==> src/rtl/round_pkg.sv <==
// Shared encodings and helpers for the round/match sequencer.
package round_pkg;

  localparam int unsigned PHASE_W  = 3;
  localparam int unsigned ROUND_W  = 3;
  localparam int unsigned WINS_W   = 2;
  localparam int unsigned TIMER_W  = 7;
  localparam int unsigned INTRO_W  = 2;
  localparam int unsigned WINNER_W = 2;

  typedef enum logic [PHASE_W-1:0] {
    PH_IDLE       = 3'd0,
    PH_INTRO      = 3'd1,
    PH_FIGHT      = 3'd2,
    PH_KO         = 3'd3,
    PH_MATCH_OVER = 3'd4
  } phase_e;

  typedef enum logic [WINNER_W-1:0] {
    WIN_NONE = 2'b00,
    WIN_P1   = 2'b01,
    WIN_P2   = 2'b10,
    WIN_DRAW = 2'b11
  } winner_e;

  // Larger score wins; equal scores are a draw.
  function automatic winner_e pick_winner(input int unsigned a, input int unsigned b);
    if (a > b)      return WIN_P1;
    else if (b > a) return WIN_P2;
    else            return WIN_DRAW;
  endfunction

endpackage

==> src/rtl/sec_timer.sv <==
// Frame-tick divider: one sec_pulse_c per TICKS_PER_SEC frame ticks, with synchronous clear.
module sec_timer #(
  parameter int unsigned TICKS_PER_SEC = 60
) (
  input  logic clk,
  input  logic reset,
  input  logic clr,
  input  logic tick,
  output logic sec_pulse_c
);

  localparam int unsigned CNT_W = (TICKS_PER_SEC > 1) ? $clog2(TICKS_PER_SEC) : 1;
  localparam logic [CNT_W-1:0] LAST = CNT_W'((TICKS_PER_SEC > 0) ? TICKS_PER_SEC - 1 : 0);

  logic [CNT_W-1:0] cnt_q, cnt_d;

  // Pulse on the tick that wraps the counter; clear does not mask it (clear is driven by the pulse).
  assign sec_pulse_c = tick & (cnt_q == LAST);

  // Next count: clear wins, otherwise count ticks and wrap at LAST.
  always_comb begin
    cnt_d = cnt_q;
    if (clr) begin
      cnt_d = '0;
    end else if (tick) begin
      cnt_d = (cnt_q == LAST) ? '0 : cnt_q + CNT_W'(1);
    end
  end

  // Sub-second counter register.
  always_ff @(posedge clk) begin
    if (reset) cnt_q <= '0;
    else       cnt_q <= cnt_d;
  end

endmodule

==> src/rtl/round_controller.sv <==
// Match/round sequencer: intro countdown, fight clock, KO hold and best-of-N tally.
// Optional build macro ROUND_PAUSE_EN adds a level 'pause' input that freezes INTRO/FIGHT/KO.
module round_controller
  import round_pkg::*;
#(
  parameter int unsigned HEALTH_W      = 9,
  parameter int unsigned FULL_HEALTH   = 200,
  parameter int unsigned TICKS_PER_SEC = 60,
  parameter int unsigned ROUND_SECONDS = 99,
  parameter int unsigned INTRO_SECONDS = 3,
  parameter int unsigned KO_SECONDS    = 2,
  parameter int unsigned WINS_TO_MATCH = 2,
  parameter int unsigned MAX_ROUNDS    = 5
) (
  input  logic                clk,
  input  logic                reset,
  input  logic                start,
  input  logic                frame_tick,
`ifdef ROUND_PAUSE_EN
  input  logic                pause,
`endif
  input  logic [HEALTH_W-1:0] health_1,
  input  logic [HEALTH_W-1:0] health_2,
  output logic                health_reset,
  output logic                combat_en,
  output logic [PHASE_W-1:0]  phase,
  output logic [ROUND_W-1:0]  round_num,
  output logic [WINS_W-1:0]   wins_1,
  output logic [WINS_W-1:0]   wins_2,
  output logic [TIMER_W-1:0]  round_timer,
  output logic [INTRO_W-1:0]  intro_count,
  output logic [WINNER_W-1:0] round_winner,
  output logic [WINNER_W-1:0] match_winner
);

  localparam int unsigned KO_W = (KO_SECONDS > 1) ? $clog2(KO_SECONDS) : 1;
  localparam logic [KO_W-1:0] KO_LAST = KO_W'((KO_SECONDS > 0) ? KO_SECONDS - 1 : 0);

  // Restored health must be representable on the health bus.
  if (FULL_HEALTH >= (32'd1 << HEALTH_W)) begin : g_full_health_check
    $error("FULL_HEALTH does not fit in HEALTH_W bits");
  end

  phase_e              state_q, state_d;
  logic [ROUND_W-1:0]  round_num_q, round_num_d;
  logic [WINS_W-1:0]   wins_1_q, wins_1_d;
  logic [WINS_W-1:0]   wins_2_q, wins_2_d;
  logic [TIMER_W-1:0]  round_timer_q, round_timer_d;
  logic [INTRO_W-1:0]  intro_count_q, intro_count_d;
  logic [KO_W-1:0]     ko_cnt_q, ko_cnt_d;
  winner_e             round_winner_q, round_winner_d;
  winner_e             match_winner_q, match_winner_d;
  logic                health_reset_q, health_reset_d;
  logic                combat_en_q, combat_en_d;

  logic                paused;
  logic                sec_pulse;
  logic                sub_clr;
  logic                enter_intro;
  logic                end_round;
  winner_e             end_w;

  // Pause only acts while a round is in progress.
`ifdef ROUND_PAUSE_EN
  assign paused = pause & ((state_q == PH_INTRO) | (state_q == PH_FIGHT) | (state_q == PH_KO));
`else
  assign paused = 1'b0;
`endif

  // Sub-second counter restarts on every state change.
  assign sub_clr = (state_d != state_q);

  sec_timer #(
    .TICKS_PER_SEC (TICKS_PER_SEC)
  ) u_sec_timer (
    .clk         (clk),
    .reset       (reset),
    .clr         (sub_clr),
    .tick        (frame_tick & ~paused),
    .sec_pulse_c (sec_pulse)
  );

  // Next-state and next-output logic.
  always_comb begin
    state_d        = state_q;
    round_num_d    = round_num_q;
    wins_1_d       = wins_1_q;
    wins_2_d       = wins_2_q;
    round_timer_d  = round_timer_q;
    intro_count_d  = intro_count_q;
    ko_cnt_d       = ko_cnt_q;
    round_winner_d = round_winner_q;
    match_winner_d = match_winner_q;
    health_reset_d = 1'b0;
    enter_intro    = 1'b0;
    end_round      = 1'b0;
    end_w          = WIN_NONE;

    case (state_q)
      PH_IDLE, PH_MATCH_OVER: begin
        if (start) begin
          enter_intro    = 1'b1;
          round_num_d    = ROUND_W'(1);
          wins_1_d       = '0;
          wins_2_d       = '0;
          match_winner_d = WIN_NONE;
        end
      end

      PH_INTRO: begin
        if (!paused && sec_pulse) begin
          if (intro_count_q <= INTRO_W'(1)) begin
            state_d       = PH_FIGHT;
            intro_count_d = '0;
          end else begin
            intro_count_d = intro_count_q - INTRO_W'(1);
          end
        end
      end

      PH_FIGHT: begin
        if (!paused) begin
          if (sec_pulse && (round_timer_q != '0)) begin
            round_timer_d = round_timer_q - TIMER_W'(1);
          end
          if ((health_1 == '0) && (health_2 == '0)) begin
            end_round = 1'b1;
            end_w     = WIN_DRAW;
          end else if (health_2 == '0) begin
            end_round = 1'b1;
            end_w     = WIN_P1;
          end else if (health_1 == '0) begin
            end_round = 1'b1;
            end_w     = WIN_P2;
          end else if (sec_pulse && (round_timer_q <= TIMER_W'(1))) begin
            end_round = 1'b1;
            end_w     = pick_winner(32'(health_1), 32'(health_2));
          end
        end
        if (end_round) begin
          state_d        = PH_KO;
          ko_cnt_d       = '0;
          round_winner_d = end_w;
          if ((end_w == WIN_P1) && (wins_1_q != '1)) wins_1_d = wins_1_q + WINS_W'(1);
          if ((end_w == WIN_P2) && (wins_2_q != '1)) wins_2_d = wins_2_q + WINS_W'(1);
        end
      end

      PH_KO: begin
        if (!paused && sec_pulse) begin
          if (ko_cnt_q >= KO_LAST) begin
            if ((32'(wins_1_q) >= WINS_TO_MATCH) || (32'(wins_2_q) >= WINS_TO_MATCH) ||
                (32'(round_num_q) >= MAX_ROUNDS)) begin
              state_d        = PH_MATCH_OVER;
              match_winner_d = pick_winner(32'(wins_1_q), 32'(wins_2_q));
            end else begin
              enter_intro = 1'b1;
              if (round_num_q != '1) round_num_d = round_num_q + ROUND_W'(1);
            end
          end else begin
            ko_cnt_d = ko_cnt_q + KO_W'(1);
          end
        end
      end

      default: begin
        state_d = PH_IDLE;
      end
    endcase

    // Common round-start actions, shared by every path into INTRO.
    if (enter_intro) begin
      state_d        = PH_INTRO;
      health_reset_d = 1'b1;
      intro_count_d  = INTRO_W'(INTRO_SECONDS);
      round_timer_d  = TIMER_W'(ROUND_SECONDS);
      round_winner_d = WIN_NONE;
    end

    combat_en_d = (state_d == PH_FIGHT) & ~paused;
  end

  // State and output registers; reset abandons any round without a health_reset pulse.
  always_ff @(posedge clk) begin
    if (reset) begin
      state_q        <= PH_IDLE;
      round_num_q    <= '0;
      wins_1_q       <= '0;
      wins_2_q       <= '0;
      round_timer_q  <= TIMER_W'(ROUND_SECONDS);
      intro_count_q  <= '0;
      ko_cnt_q       <= '0;
      round_winner_q <= WIN_NONE;
      match_winner_q <= WIN_NONE;
      health_reset_q <= 1'b0;
      combat_en_q    <= 1'b0;
    end else begin
      state_q        <= state_d;
      round_num_q    <= round_num_d;
      wins_1_q       <= wins_1_d;
      wins_2_q       <= wins_2_d;
      round_timer_q  <= round_timer_d;
      intro_count_q  <= intro_count_d;
      ko_cnt_q       <= ko_cnt_d;
      round_winner_q <= round_winner_d;
      match_winner_q <= match_winner_d;
      health_reset_q <= health_reset_d;
      combat_en_q    <= combat_en_d;
    end
  end

  assign phase        = state_q;
  assign round_num    = round_num_q;
  assign wins_1       = wins_1_q;
  assign wins_2       = wins_2_q;
  assign round_timer  = round_timer_q;
  assign intro_count  = intro_count_q;
  assign round_winner = round_winner_q;
  assign match_winner = match_winner_q;
  assign health_reset = health_reset_q;
  assign combat_en    = combat_en_q;

endmodule

==> config.mk <==
export PLATFORM = sky130hd
export DESIGN_NAME = round_controller
export DESIGN_NICKNAME = d
export VERILOG_FILES = /design/src/rtl/round_pkg.sv /design/src/rtl/sec_timer.sv /design/src/rtl/round_controller.sv
export SDC_FILE = /design/constraint.sdc
export NUM_CORES = 1
export LEC_CHECK = 0
export ABC_AREA = 1
export CORE_UTILIZATION = 50
export CTS_BUF_LIST = sky130_fd_sc_hd__clkbuf_16
export DETAILED_ROUTE_END_ITERATION = 8
export PLACE_DENSITY = 0.82
export SLEW_MARGIN = 20
export SYNTH_ARGS = -nofsm -noshare
export SYNTH_HDL_FRONTEND = slang
export SYNTH_SLANG_ARGS = --single-unit
==> constraint.sdc <==
create_clock -name clk -period 2.6 [get_ports clk]
set_clock_uncertainty 0.15 [all_clocks]
set_input_delay 0.65 -clock clk [delete_from_list [all_inputs] [get_ports clk]]
set_output_delay 0.65 -clock clk [all_outputs]
set_load 0.005 [all_outputs]
== Yosys cells after proc, flatten, opt, wreduce, memory -nomap -nowiden ==
Index checks and enable logic that the tools add are counted.
Operators by class
  add/subtract/negate cells: 7
  $lt $le $gt $ge: 10
  eq/ne operators: 22
  muxes and demuxes: 54
  bitwise gates (word level): 1
  reductions and logical operators: 27
Operators with widths (number)
  $mux 2: 19
  $mux 3: 12
  $ne 2x2->1 const B: 12
  $gt 9x9->1: 2
  $logic_not 9->1: 2
  $mux 1: 15
  $pmux 2 s2: 3
  $pmux 3 s4: 1
  $reduce_and 4->1: 3
  $reduce_bool 2->1: 5
  $eq 3x2->1 const B: 3
  $le 7x1->1 const B: 1
  $reduce_bool 7->1: 1
  $sub 7x1->7 const B: 1
  $add 6x1->6 const B: 1
  $eq 6x6->1 const B: 1
  $mux 6: 1
  $pmux 3 s2: 1
  $reduce_and 2->1: 3
  $reduce_and 6->1: 1
  $reduce_or 2->1: 3
  $logic_and 1x1->1: 5
  $reduce_and 5->1: 1
  $add 2x1->2 const B: 2
  other kinds (18): 22
Storage, ports and cells
  register bits: 32
  bits of input ports: 22
  output and inout port bits: 25
  word-level logic and storage cells: 133

== Longest topological paths before layout ==
  depth in word-level cells: 13
  mapped depth: 16
  gate-level depth less buffers: 16

== Cells and area by module ==
From an unflattened synthesis, not the netlist that was laid out.
Unflattened totals
  cells, all modules: 308
  area, all modules: 2162.1 um^2
By module, submodules not included
  round_controller: instances 1, cells each 262, area each 1840.5 um^2, seq. area each 520.5 um^2
  sec_timer: instances 1, cells each 46, area each 321.6 um^2, seq. area each 120.1 um^2

== Worst setup path before layout ==
No wires, ideal clock.
  path kind: input to register
  start point: in health_1[8]
  end point: reg wins_2_q[1] (netlist: wins_2[1])
  arrival time: 1.858 ns
  required time: 2.335 ns
  setup slack: 0.477 ns
  stages on the path: 13
  path through: inv_1 > ha_1 > nand2_1 > nor2_1 > nand3_1 > nand3_1 > nand2_1 > a21oi_1 > nand2_1 > nand2_1 > nand3_1 > nand2_1 > nor2_1
On the way
  word-level cells in the longest chain between the ends: 12
  elaborated cells between the ends (all ways): 20
  classes of those cells: order compare (2); eq/ne (3); mux (11); reduce/logical (4)
RTL lines
  from (decl): line round_controller.sv:22  | input logic [HEALTH_W-1:0] health_1,
  $gt 9x9->1: line round_pkg.sv:29  | else if (b > a) return WIN_P2;
  $mux 1: line round_pkg.sv:29
  $mux 2: line round_pkg.sv:28  | if (a > b) return WIN_P1;
  $mux 2: line round_controller.sv:135  | end else if (sec_pulse && (round_timer_q <= TIMER_W'(1))) begin
  $mux 2: line round_controller.sv:132  | end else if (health_1 == '0) begin
  $mux 2: line round_controller.sv:129  | end else if (health_2 == '0) begin
  $mux 2: line round_controller.sv:126  | if ((health_1 == '0) && (health_2 == '0)) begin
  $mux 2: line round_controller.sv:99  | case (state_q)
  $eq 2x2->1: line round_controller.sv:145  | if ((end_w == WIN_P2) && (wins_2_q != '1)) wins_2_d = wins_2_q + WINS_W'(1);
  $logic_and 1x1->1: line round_controller.sv:145
  $ne 2x2->1 (no line)
  $reduce_and 4->1 (no line) *
  to (signal assigned): line round_controller.sv:201  | wins_2_q <= wins_2_d;
  to (decl): line round_controller.sv:47  | logic [WINS_W-1:0] wins_2_q, wins_2_d;
Every way passes the cells marked *; elsewhere a longest branch is shown, timed or not. The select of a mux whose other input is x is not followed.
A chain may end at the register's enable or synchronous reset.

== Final worst setup path ==
  start point: in health_1[8]
  end point: reg wins_2_q[0] (netlist: wins_2[0])
The elaborated chain is that of the path after synthesis.

==> impl_metrics.tcl <==
set metrics [dict create \
    status "finished, final reports clean" \
    cts-buffers-inserted 5 \
    dieArea_um2 4410 \
    critPathLaunch "health_1[8]" \
    layout_commonest_cell "nor2_1" \
    p_per_area_nw_per_um2 481 \
    antenna_found_initial 0 \
    postRouteAntennaNets 0 \
    drive_gt1_share_pct 11.1 \
    fmax_mhz 400 \
    start_util_pct 51.8 \
    cts_tree "done" \
    timing.critical_path.arrival_ps 2520 \
    core_area_um2 4000 \
    instances_no_fill 429 \
    crit_chain "clkdlybuf4s50_1 > inv_1 > ha_1 > nand2_1 > nor2_2 > nand3_1 > nand3_1 > nand2_1 > a21oi_2 > nand2_1 > nand2_2 > nand3_1 > nand2_1 > nor2_1" \
    cp_common_cell "nand2_1" \
    path_buf_inv 2 \
    die_h_um 66.4 \
    synthesis.area_um2 2070 \
    ios 47 \
    globalplace.congestion 0.842 \
    leakagePower_nw 1.38 \
    yosysWarnings 0 \
    grt_first_pass_wirelength_mm 8.40 \
    maxSlewHeadroom_pct 77.4 \
    r2r_end "u_sec_timer.cnt_q[3]" \
    power.internal_mw 1.07 \
    hold_ws_ps 346 \
    cts_setup_buffers 0 \
    cp_num_cells 14 \
    maxCapViolations 0 \
    start_kind "input pin" \
    netlist_instances 309 \
    via_per_inst 5.12 \
    maxSlewViolCount 0 \
    fin_ws_ps 96.9 \
    dp_slack_ps -224 \
    worst_pin_slew_ps 339 \
    die_x_um 66.4 \
    clk_latency_ps 280 \
    crit_type "in -> reg" \
    finalWirelength_mm 5.04 \
    p_switching_mw 0.327 \
    hold_path_class "reg -> reg" \
    grt_max_degree 12 \
    wl_per_cell_um 11.7 \
    syn_to_final_growth_pct 39.8 \
    ff2ff_path_depth 12 \
    endpoint "wins_2[0]" \
    ys_types 32 \
    dp_cells 421 \
    cpPeakStageDelay_ps 480 \
    path_delay_family "simple AND/OR/NAND/NOR gates" \
    syn_nets 352 \
    async_reset_ff_share_pct 0 \
    final_cell_mix "61 x nor2_1, 59 x nand2_1, 49 x inv_1, 46 x clkdlybuf4s50_1, 32 x dfxtp_1" \
    final.period_utilization_pct 96.3 \
    yosys_most_used_dff "dfxtp_1" \
    rrSetupSlack_ps 530 \
    design_power_total_mw 1.39 \
    place.port_buffers 46 \
    comb_power_share_pct 15.4 \
    firstDrtPassIters 4 \
    cp_max_fo 4 \
    slowest_stage "clkdlybuf4s50_1" \
    cp.required_ps 2620 \
    seq_area_frac_synth_pct 30.9 \
    drc 0 \
    clk_pin_slew_ps 50 \
    pwr-share-clk_pct 46.9 \
    synth_top_area_share_pct 30.9 \
    hold_viol 0 \
    num-nets-final 421 \
    endpoint_kind "flip-flop" \
    period_needed_ps 2500 \
    synth_area_per_cell_um2 6.71 \
    cts_root_buf "clkbuf_16" \
    grt_pass1_vias 1982 \
    ir_worst_vdd_uv 514 \
    reg2reg_from "round_num[1]" \
    cts_sinks 32 \
    clockBufferDepth 2 \
    ys_ff_latch 32 \
    antenna-diode-count 0 \
    groute.usage.overall_pct 25.2 \
    synth_area_leaders "dfxtp_1 31%, ha_1 13%, nor2_1 11%" \
    synth_top_area_cell "dfxtp_1" \
    synth_edf_count 0 \
    vias 2196 \
    grt-ovfl-total 0 \
    htreeDepth 2 \
    fin_tns_setup_ps 0 \
    setup_viol 0 \
    rows 23 \
    dp_hpwl_mm 3.72 \
    drt_iter0_drc 122 \
    p_seq_share_pct 37.6 \
    p_sw_share_pct 23.5 \
]
[stage by stage]
step                      cell area, µm²  util (%)
after floorplan                     2070         -
after global placement              2720      68.1
after detailed placement            2720      68.1
after CTS                           2890      72.2
after global routing                2900      72.4
final                               2900      72.4
[worst reg2reg max path, stage by stage (launching register included)]
cell      delay, ps
dfxtp_1         390
inv_1            60
ha_1            170
inv_1            50
nand2_1          50
a21boi_1        260
o21ai_0         150
buf_4           160
nand2_1          60
nand2_1          80
a21oi_2         140
nand3_2         160
nor2_1          130
[final cells by class]
type / count / area (µm²)
multi-input cells: 225 / 1250
clock buffers: 5 / 125
repair buffers: 64 / 596
clock inverters: 3 / 38.8
flip-flops and latches: 32 / 641
well taps: 50 / 62.6
inverters: 50 / 188
fillers: 322 / 1100
[power groups by stage]
stage / registers, mW / clock network, mW / logic (mW)
after global placement: 0.533 / 0 / 0.205
final: 0.525 / 0.654 / 0.215
after floorplan: 0.533 / 0 / 0.108
after CTS: 0.525 / 0.660 / 0.215
after detailed placement: 0.534 / 0 / 0.212
after global routing: 0.527 / 0.687 / 0.245
[routing by layer]
metal	GRT usage (%)	part of all wire [%]	vias up	wire length (µm)
met5	0	0	-	0
met4	8.78	2.0	0	101
met3	5.17	4.2	10	213
met2	45.4	51	49	2560
met1	29.0	43	1012	2160
li1	-	-	1125	-
[what timing repair did]
item	4_1_cts	5_1_grt
resized for setup	0	4
setup endpoints to repair	0	4
hold buffers	0	0
endpoints found under the hold margin	0	0
[worst min path at each step]
stage / start / end / slack [ps] / cells past startpoint
floorplan: ko_cnt_q / ko_cnt_q / 300 / 2
global placement: ko_cnt_q / ko_cnt_q / 320 / 2
detailed placement: ko_cnt_q / ko_cnt_q / 320 / 2
CTS: ko_cnt_q / ko_cnt_q / 350 / 2
global route: ko_cnt_q / ko_cnt_q / 380 / 2
finish: match_winner[1] / match_winner[1] / 350 / 2
[flip-flops by register name, indices dropped and copies added (netlist names), 2 cells and up]
signal,count
phase,3
round_winner,2
wins_2,2
round_num,3
u_sec_timer.cnt_q,6
round_timer,7
match_winner,2
intro_count,2
wins_1,2
[Yosys cell counts (all sizes together), types with 3 or more instances]
cell,n
nor2,62
nand2,61
inv,50
dfxtp,32
ha,21
nand3,20
a21oi,16
o21ai,14
nor3,8
nand4,4
xor2,4
or2,3
[logic make-up (layout without fill, tap and decap cells)]
group                    after synthesis  in the layout  share of synthesized area (%)
AO/OA/AOI/OAI                         38             38                           10.7
XOR/XNOR                               4              4                           1.69
adder cells (fa/ha/maj)               21             21                           12.7
buffers and inverters                 52            122                           9.47
flip-flops                            32             32                           30.9
multiplexers                           1              1                          0.483
AND/OR/NAND/NOR                      161            161                           34.1
No activity file was read; power rests on OpenSTA's default activity.
